### config.mk
export PLATFORM = sky130hd
export DESIGN_NAME = mac_seq_ctrl
export DESIGN_NICKNAME = d
export VERILOG_FILES = /design/src/rtl/mac_seq_ctrl_pkg.sv /design/src/rtl/mac_seq_ctrl.sv
export SDC_FILE = /design/constraint.sdc
export NUM_CORES = 1
export LEC_CHECK = 0
export CAP_MARGIN = 30
export CORE_MARGIN = 1.5
export CORE_UTILIZATION = 30
export CTS_CLUSTER_DIAMETER = 60
export DETAILED_ROUTE_END_ITERATION = 10
export GPL_TIMING_DRIVEN = 0
export PLACE_DENSITY_LB_ADDON = 0.1
export SYNTH_ARGS = -nofsm -noshare
export SYNTH_HDL_FRONTEND = slang
export SYNTH_SLANG_ARGS = --single-unit
### constraint.sdc
create_clock -name clk -period 2.2 [get_ports clk]
set_clock_uncertainty 0.05 [all_clocks]
set_input_delay 0.33 -clock clk [delete_from_list [all_inputs] [get_ports clk]]
set_output_delay 0.33 -clock clk [all_outputs]
set_load 0.005 [all_outputs]
### src/rtl/mac_seq_ctrl_pkg.sv
// mac_seq_ctrl_pkg: shared widths, mode codes, state encodings and conf-field
// positions for the MAC job sequencer.
package mac_seq_ctrl_pkg;
    localparam int MAC_MIN_WIDTH  = 8;
    localparam int MAC_ACC_WIDTH  = 32;
    localparam int MAC_CONF_WIDTH = 4;
    localparam int MAC_SEQ_LEN_W  = 8;

    localparam logic [1:0] MAC_SINGLE  = 2'd0;
    localparam logic [1:0] MAC_DUAL    = 2'd1;
    localparam logic [1:0] MAC_QUAD    = 2'd2;
    localparam logic [1:0] MAC_ILLEGAL = 2'd3;

    localparam logic [2:0] MAC_SEQ_IDLE  = 3'd0;
    localparam logic [2:0] MAC_SEQ_LOAD  = 3'd1;
    localparam logic [2:0] MAC_SEQ_RUN   = 3'd2;
    localparam logic [2:0] MAC_SEQ_DRAIN = 3'd3;
    localparam logic [2:0] MAC_SEQ_ERR   = 3'd4;
    localparam logic [2:0] MAC_SEQ_DONE  = 3'd5;

    // Mode occupies conf[1:0]; the accumulate flag sits in the conf MSB.
    localparam int MAC_CONF_MODE_LSB = 0;
endpackage

### src/rtl/mac_seq_ctrl.sv
// mac_seq_ctrl: job-level sequencer that loads the MAC, streams operand beats
// and returns the captured result over a valid/ready port.
module mac_seq_ctrl
    import mac_seq_ctrl_pkg::*;
#(
    parameter int MIN_W  = MAC_MIN_WIDTH,
    parameter int ACC_W  = MAC_ACC_WIDTH,
    parameter int CONF_W = MAC_CONF_WIDTH,
    parameter int LEN_W  = MAC_SEQ_LEN_W
) (
    input  logic                    clk,
    input  logic                    rst,
    input  logic                    job_valid,
    output logic                    job_ready,
    input  logic [1:0]              job_mode,
    input  logic                    job_acc,
    input  logic [ACC_W-1:0]        job_init,
    input  logic [LEN_W-1:0]        job_len,
    input  logic                    op_valid,
    output logic                    op_ready,
    input  logic [MIN_W-1:0]        op_a0,
    input  logic [MIN_W-1:0]        op_a1,
    input  logic [MIN_W-1:0]        op_a2,
    input  logic [MIN_W-1:0]        op_a3,
    input  logic [MIN_W-1:0]        op_b1,
    output logic                    mac_rst,
    output logic                    mac_en,
    output logic [ACC_W+CONF_W-1:0] mac_cfg,
    output logic [MIN_W-1:0]        mac_a0,
    output logic [MIN_W-1:0]        mac_a1,
    output logic [MIN_W-1:0]        mac_a2,
    output logic [MIN_W-1:0]        mac_a3,
    output logic [MIN_W-1:0]        mac_b1,
    input  logic [ACC_W-1:0]        mac_c,
    output logic                    res_valid,
    input  logic                    res_ready,
    output logic [ACC_W-1:0]        res_data,
    output logic                    res_err,
    output logic                    busy
);
    logic [2:0]        state, next;
    logic [LEN_W-1:0]  cnt;
    logic [CONF_W-1:0] conf;
    logic              fire;

    assign job_ready = state == MAC_SEQ_IDLE;
    assign op_ready  = state == MAC_SEQ_RUN;
    assign fire      = op_ready && op_valid;
    assign mac_en    = fire;
    assign mac_a0    = fire ? op_a0 : '0;
    assign mac_a1    = fire ? op_a1 : '0;
    assign mac_a2    = fire ? op_a2 : '0;
    assign mac_a3    = fire ? op_a3 : '0;
    assign mac_b1    = fire ? op_b1 : '0;

    always_comb begin
        conf = '0;
        conf[CONF_W-1] = job_acc;
        conf[MAC_CONF_MODE_LSB +: 2] = job_mode;
    end

    always_comb begin
        next = state;
        case (state)
            MAC_SEQ_IDLE:  next = job_valid ? (job_mode == MAC_ILLEGAL ? MAC_SEQ_ERR : MAC_SEQ_LOAD) : state;
            MAC_SEQ_LOAD:  next = MAC_SEQ_RUN;
            MAC_SEQ_RUN:   next = (fire && cnt == '0) ? MAC_SEQ_DRAIN : state;
            MAC_SEQ_DRAIN: next = MAC_SEQ_DONE;
            MAC_SEQ_ERR:   next = MAC_SEQ_DONE;
            MAC_SEQ_DONE:  next = res_ready ? MAC_SEQ_IDLE : state;
            default:       next = MAC_SEQ_IDLE;
        endcase
    end

    // mac_rst resets high so the MAC is held in reset while rst is asserted.
    always_ff @(posedge clk or negedge rst) begin
        if (!rst) begin
            state     <= MAC_SEQ_IDLE;
            cnt       <= '0;
            mac_cfg   <= '0;
            mac_rst   <= 1'b1;
            res_valid <= 1'b0;
            res_data  <= '0;
            res_err   <= 1'b0;
            busy      <= 1'b0;
        end else begin
            state     <= next;
            mac_rst   <= next == MAC_SEQ_LOAD;
            res_valid <= next == MAC_SEQ_DONE;
            busy      <= next != MAC_SEQ_IDLE;
            if (job_ready && job_valid) begin
                cnt     <= job_acc ? job_len : '0;
                mac_cfg <= {job_init, conf};
            end
            if (fire && cnt != '0) cnt <= cnt - LEN_W'(1);
            if (state == MAC_SEQ_DRAIN) begin
                res_data <= mac_c;
                res_err  <= 1'b0;
            end
            if (state == MAC_SEQ_ERR) begin
                res_data <= '0;
                res_err  <= 1'b1;
            end
        end
    end
endmodule

==> results.sh <==
export IMPL_cp_required_ns=1.82
export IMPL_fin_tns_setup_ns=0
export IMPL_slew_viol_final=0
export IMPL_min_from="job_acc"
export IMPL_max_slew_margin_pct=66.7
export IMPL_die_area_um2=12400
export IMPL_cts_reportedPaths_clkPinSlew_ns=0.07
export IMPL_synth_top_area_cell="dfrtp_1"
export IMPL_synth_edf_count=0
export IMPL_powerDensity_nw_per_um2=1120
export IMPL_clk_latency_ns=0.34
export IMPL_yosys_top_cells_count="nand2_1, dfrtp_1, and2_1"
export IMPL_fp_dieW_um=111
export IMPL_hp_class="in2reg"
export IMPL_synthArstFlopShare_pct=100
export IMPL_cts_num_sinks=82
export IMPL_cts_tree="built"
export IMPL_htreeDepth=3
export IMPL_grt_pass1_vias=3474
export IMPL_synth_flop_cell="dfrtp_1"
export IMPL_place_ws_ns=-0.658
export IMPL_maxCapViolCount=0
export IMPL_reg2reg_slack_ns=0.07
export IMPL_wire_per_inst_um=14.3
export IMPL_synthTopCellsByArea="dfrtp_1, nand2_1, a22o_1"
export IMPL_layout_drive_gt1_share_pct=9.64
export IMPL_num_antenna_cells=0
export IMPL_hold_violations=0
export IMPL_peakVddDrop_mv=0.557
export IMPL_post_route_period_util_pct=97.4
export IMPL_dr_pass1_iters=4
export IMPL_dp_hpwl_um=8030
export IMPL_rows=39
export IMPL_cts_inserted_buffers=9
export IMPL_setup_violations=0
export IMPL_start_util_pct=30.8
export IMPL_routed_wl_um=10800
export IMPL_die_y_um=111
export IMPL_area_growth_pct=81.2
export IMPL_r2r_start="cnt[0]"
export IMPL_post_route_drc_count=0
export IMPL_p_leak_nw=3.04
export IMPL_startpoint_type="flip-flop"
export IMPL_synth_distinct_cells=39
export IMPL_worstHoldEndpoint="mac_cfg[3]"
export IMPL_vias=3449
export IMPL_ff2ff_path_depth=7
export IMPL_fin_crit_ns=2.14
export IMPL_yosysSeqAreaShare_pct=58.2
export IMPL_place_congestion=0.753
export IMPL_status="finished clean"
export IMPL_antenna_found_initial=0
export IMPL_grt_pass1_wl_um=17700
export IMPL_r2r_end="cnt[2]"
export IMPL_fmax_ghz=0.467
export IMPL_ys_ff_latch=82
export IMPL_overflow=0
export IMPL_nNetsFinal=728
export IMPL_cts_path_max_buffers=2
export IMPL_path_class="reg2out"
export IMPL_path_max_fanout=10
export IMPL_rsz0062_at_grt="false"
export IMPL_yosysMostFrequentCell="nand2_1"
export IMPL_arrival_ns=1.76
export IMPL_hold_ws_ns=0.342
export IMPL_detail_route_iter0_violations=147
export IMPL_portBuffers=232
export IMPL_ys_warn_count=0
export IMPL_drtAntennaViolNets=0
export IMPL_syn_area_per_cell_um2=10.0
export IMPL_grt_max_degree=68
export IMPL_fin_ws_ns=0.0576
export IMPL_root_buffer="clkbuf_16"
export IMPL_design_core_area_um2=11500
export IMPL_hold_path_depth=3
export IMPL_synth_top_area_share_pct=57.4
export IMPL_vias_per_cell=4.57
export IMPL_syn_cell_area_um2=3530
export IMPL_worst_slew_pin_slew_ns=0.500
export IMPL_syn_nets=474
export IMPL_grt_total_usage_pct=17.6
export IMPL_end_kind="primary output"
export IMPL_io_pins=235
export IMPL_syn_inst=353
-- cell families after synthesis --
| group | share of synthesized area [%] |
|---|---|
| buffers and inverters | 3.12 |
| other | 0.106 |
| AO/OA/AOI/OAI | 12.9 |
| XOR/XNOR | 0.248 |
| flip-flops | 58.2 |
| AND/OR/NAND/NOR | 25.1 |
| adder cells (fa/ha/maj) | 0.354 |
-- layout by cell type (no fill, tap or decap), types with 2 or more instances in the layout --
cell               n
clkinvlp_4         3
o311ai_0           2
nand3_1            8
nand2b_1           2
clkdlybuf4s50_1  191
buf_4             12
a31oi_1            2
dfrtp_1           78
clkbuf_16          9
nor4_1             2
nor3b_1            2
dlygate4sd2_1     30
clkbuf_8           4
buf_2              7
a21o_1             2
o21ai_0            4
clkbuf_2           6
nand2_1          111
dfrtp_2            3
inv_6              2
inv_1              4
o211ai_1           2
nor2_1            10
a21oi_1            5
and2_1            40
a22o_1            32
clkbuf_1          12
-- power breakdown --
group          switching [mW]  internal, mW  leakage [nW]
clock                   0.651         0.782         0.131
sequential              0.379          2.14          1.03
combinational            1.33          1.90          1.88
total                    2.36          4.82          3.04
-- registers in the layout (all words and copies together) (netlist names) --
| signal | flops |
|---|---|
| mac_cfg | 35 |
| res_data | 32 |
| cnt | 8 |
| state | 3 |
| busy | 1 |
| mac_rst | 1 |
| res_err | 1 |
| res_valid | 1 |
-- repair_timing --
action | CTS | global route
setup buffers | 5 | 5
gates resized for setup | 77 | 9
hold buffers | 1 | 0
pin swaps | 1 | 3
setup endpoints to repair | 41 | 11
hold endpoints to repair | 15 | 0
-- worst max path at each step --
stage	start	depth (start not counted)	to
2_1_floorplan	cnt[0]	6	cnt[2]
3_3_place_gp	rst	1	cnt[5]
3_5_place_dp	op_valid	6	mac_a0[7]
4_1_cts	state[0]	6	mac_a2[7]
5_1_grt	state[2]	3	mac_en
6_report	state[2]	3	mac_en
-- cell type report --
type,count,area [µm²]
plain buffers,22,141
clock buffers,9,225
clock inverters,7,60.1
fillers,1042,5070
inverters,4,15.0
multi-input cells,244,1380
flip-flops and latches,82,2060
well taps,143,179
repair buffers,244,2340
-- worst max-delay path, cell delays in order (launching register included) --
cell and delay (ns):
dfrtp_2 0.40, and4bb_4 0.37, clkbuf_8 0.16, clkdlybuf4s50_1 0.50
-- stage by stage --
stage | power [mW] | util (%) | instance area, µm² | cells
finish | 7.18 | 55.8 | 6400 | 755
CTS | 7.23 | 55.7 | 6380 | 750
global placement | 5.65 | 52.6 | 6030 | 728
floorplan | 3.84 | - | 3530 | 353
global route | 7.71 | 55.8 | 6400 | 755
detailed placement | 5.73 | 52.8 | 6060 | 729
-- routing by layer --
layer,GRT usage [%],up-vias,wire length (µm)
li1,-,1686,-
met1,22.9,1600,4640
met2,28.9,149,5230
met3,4.79,14,754
met4,5.49,0,188
met5,0,-,0
Power figures use the tool's default switching activity.
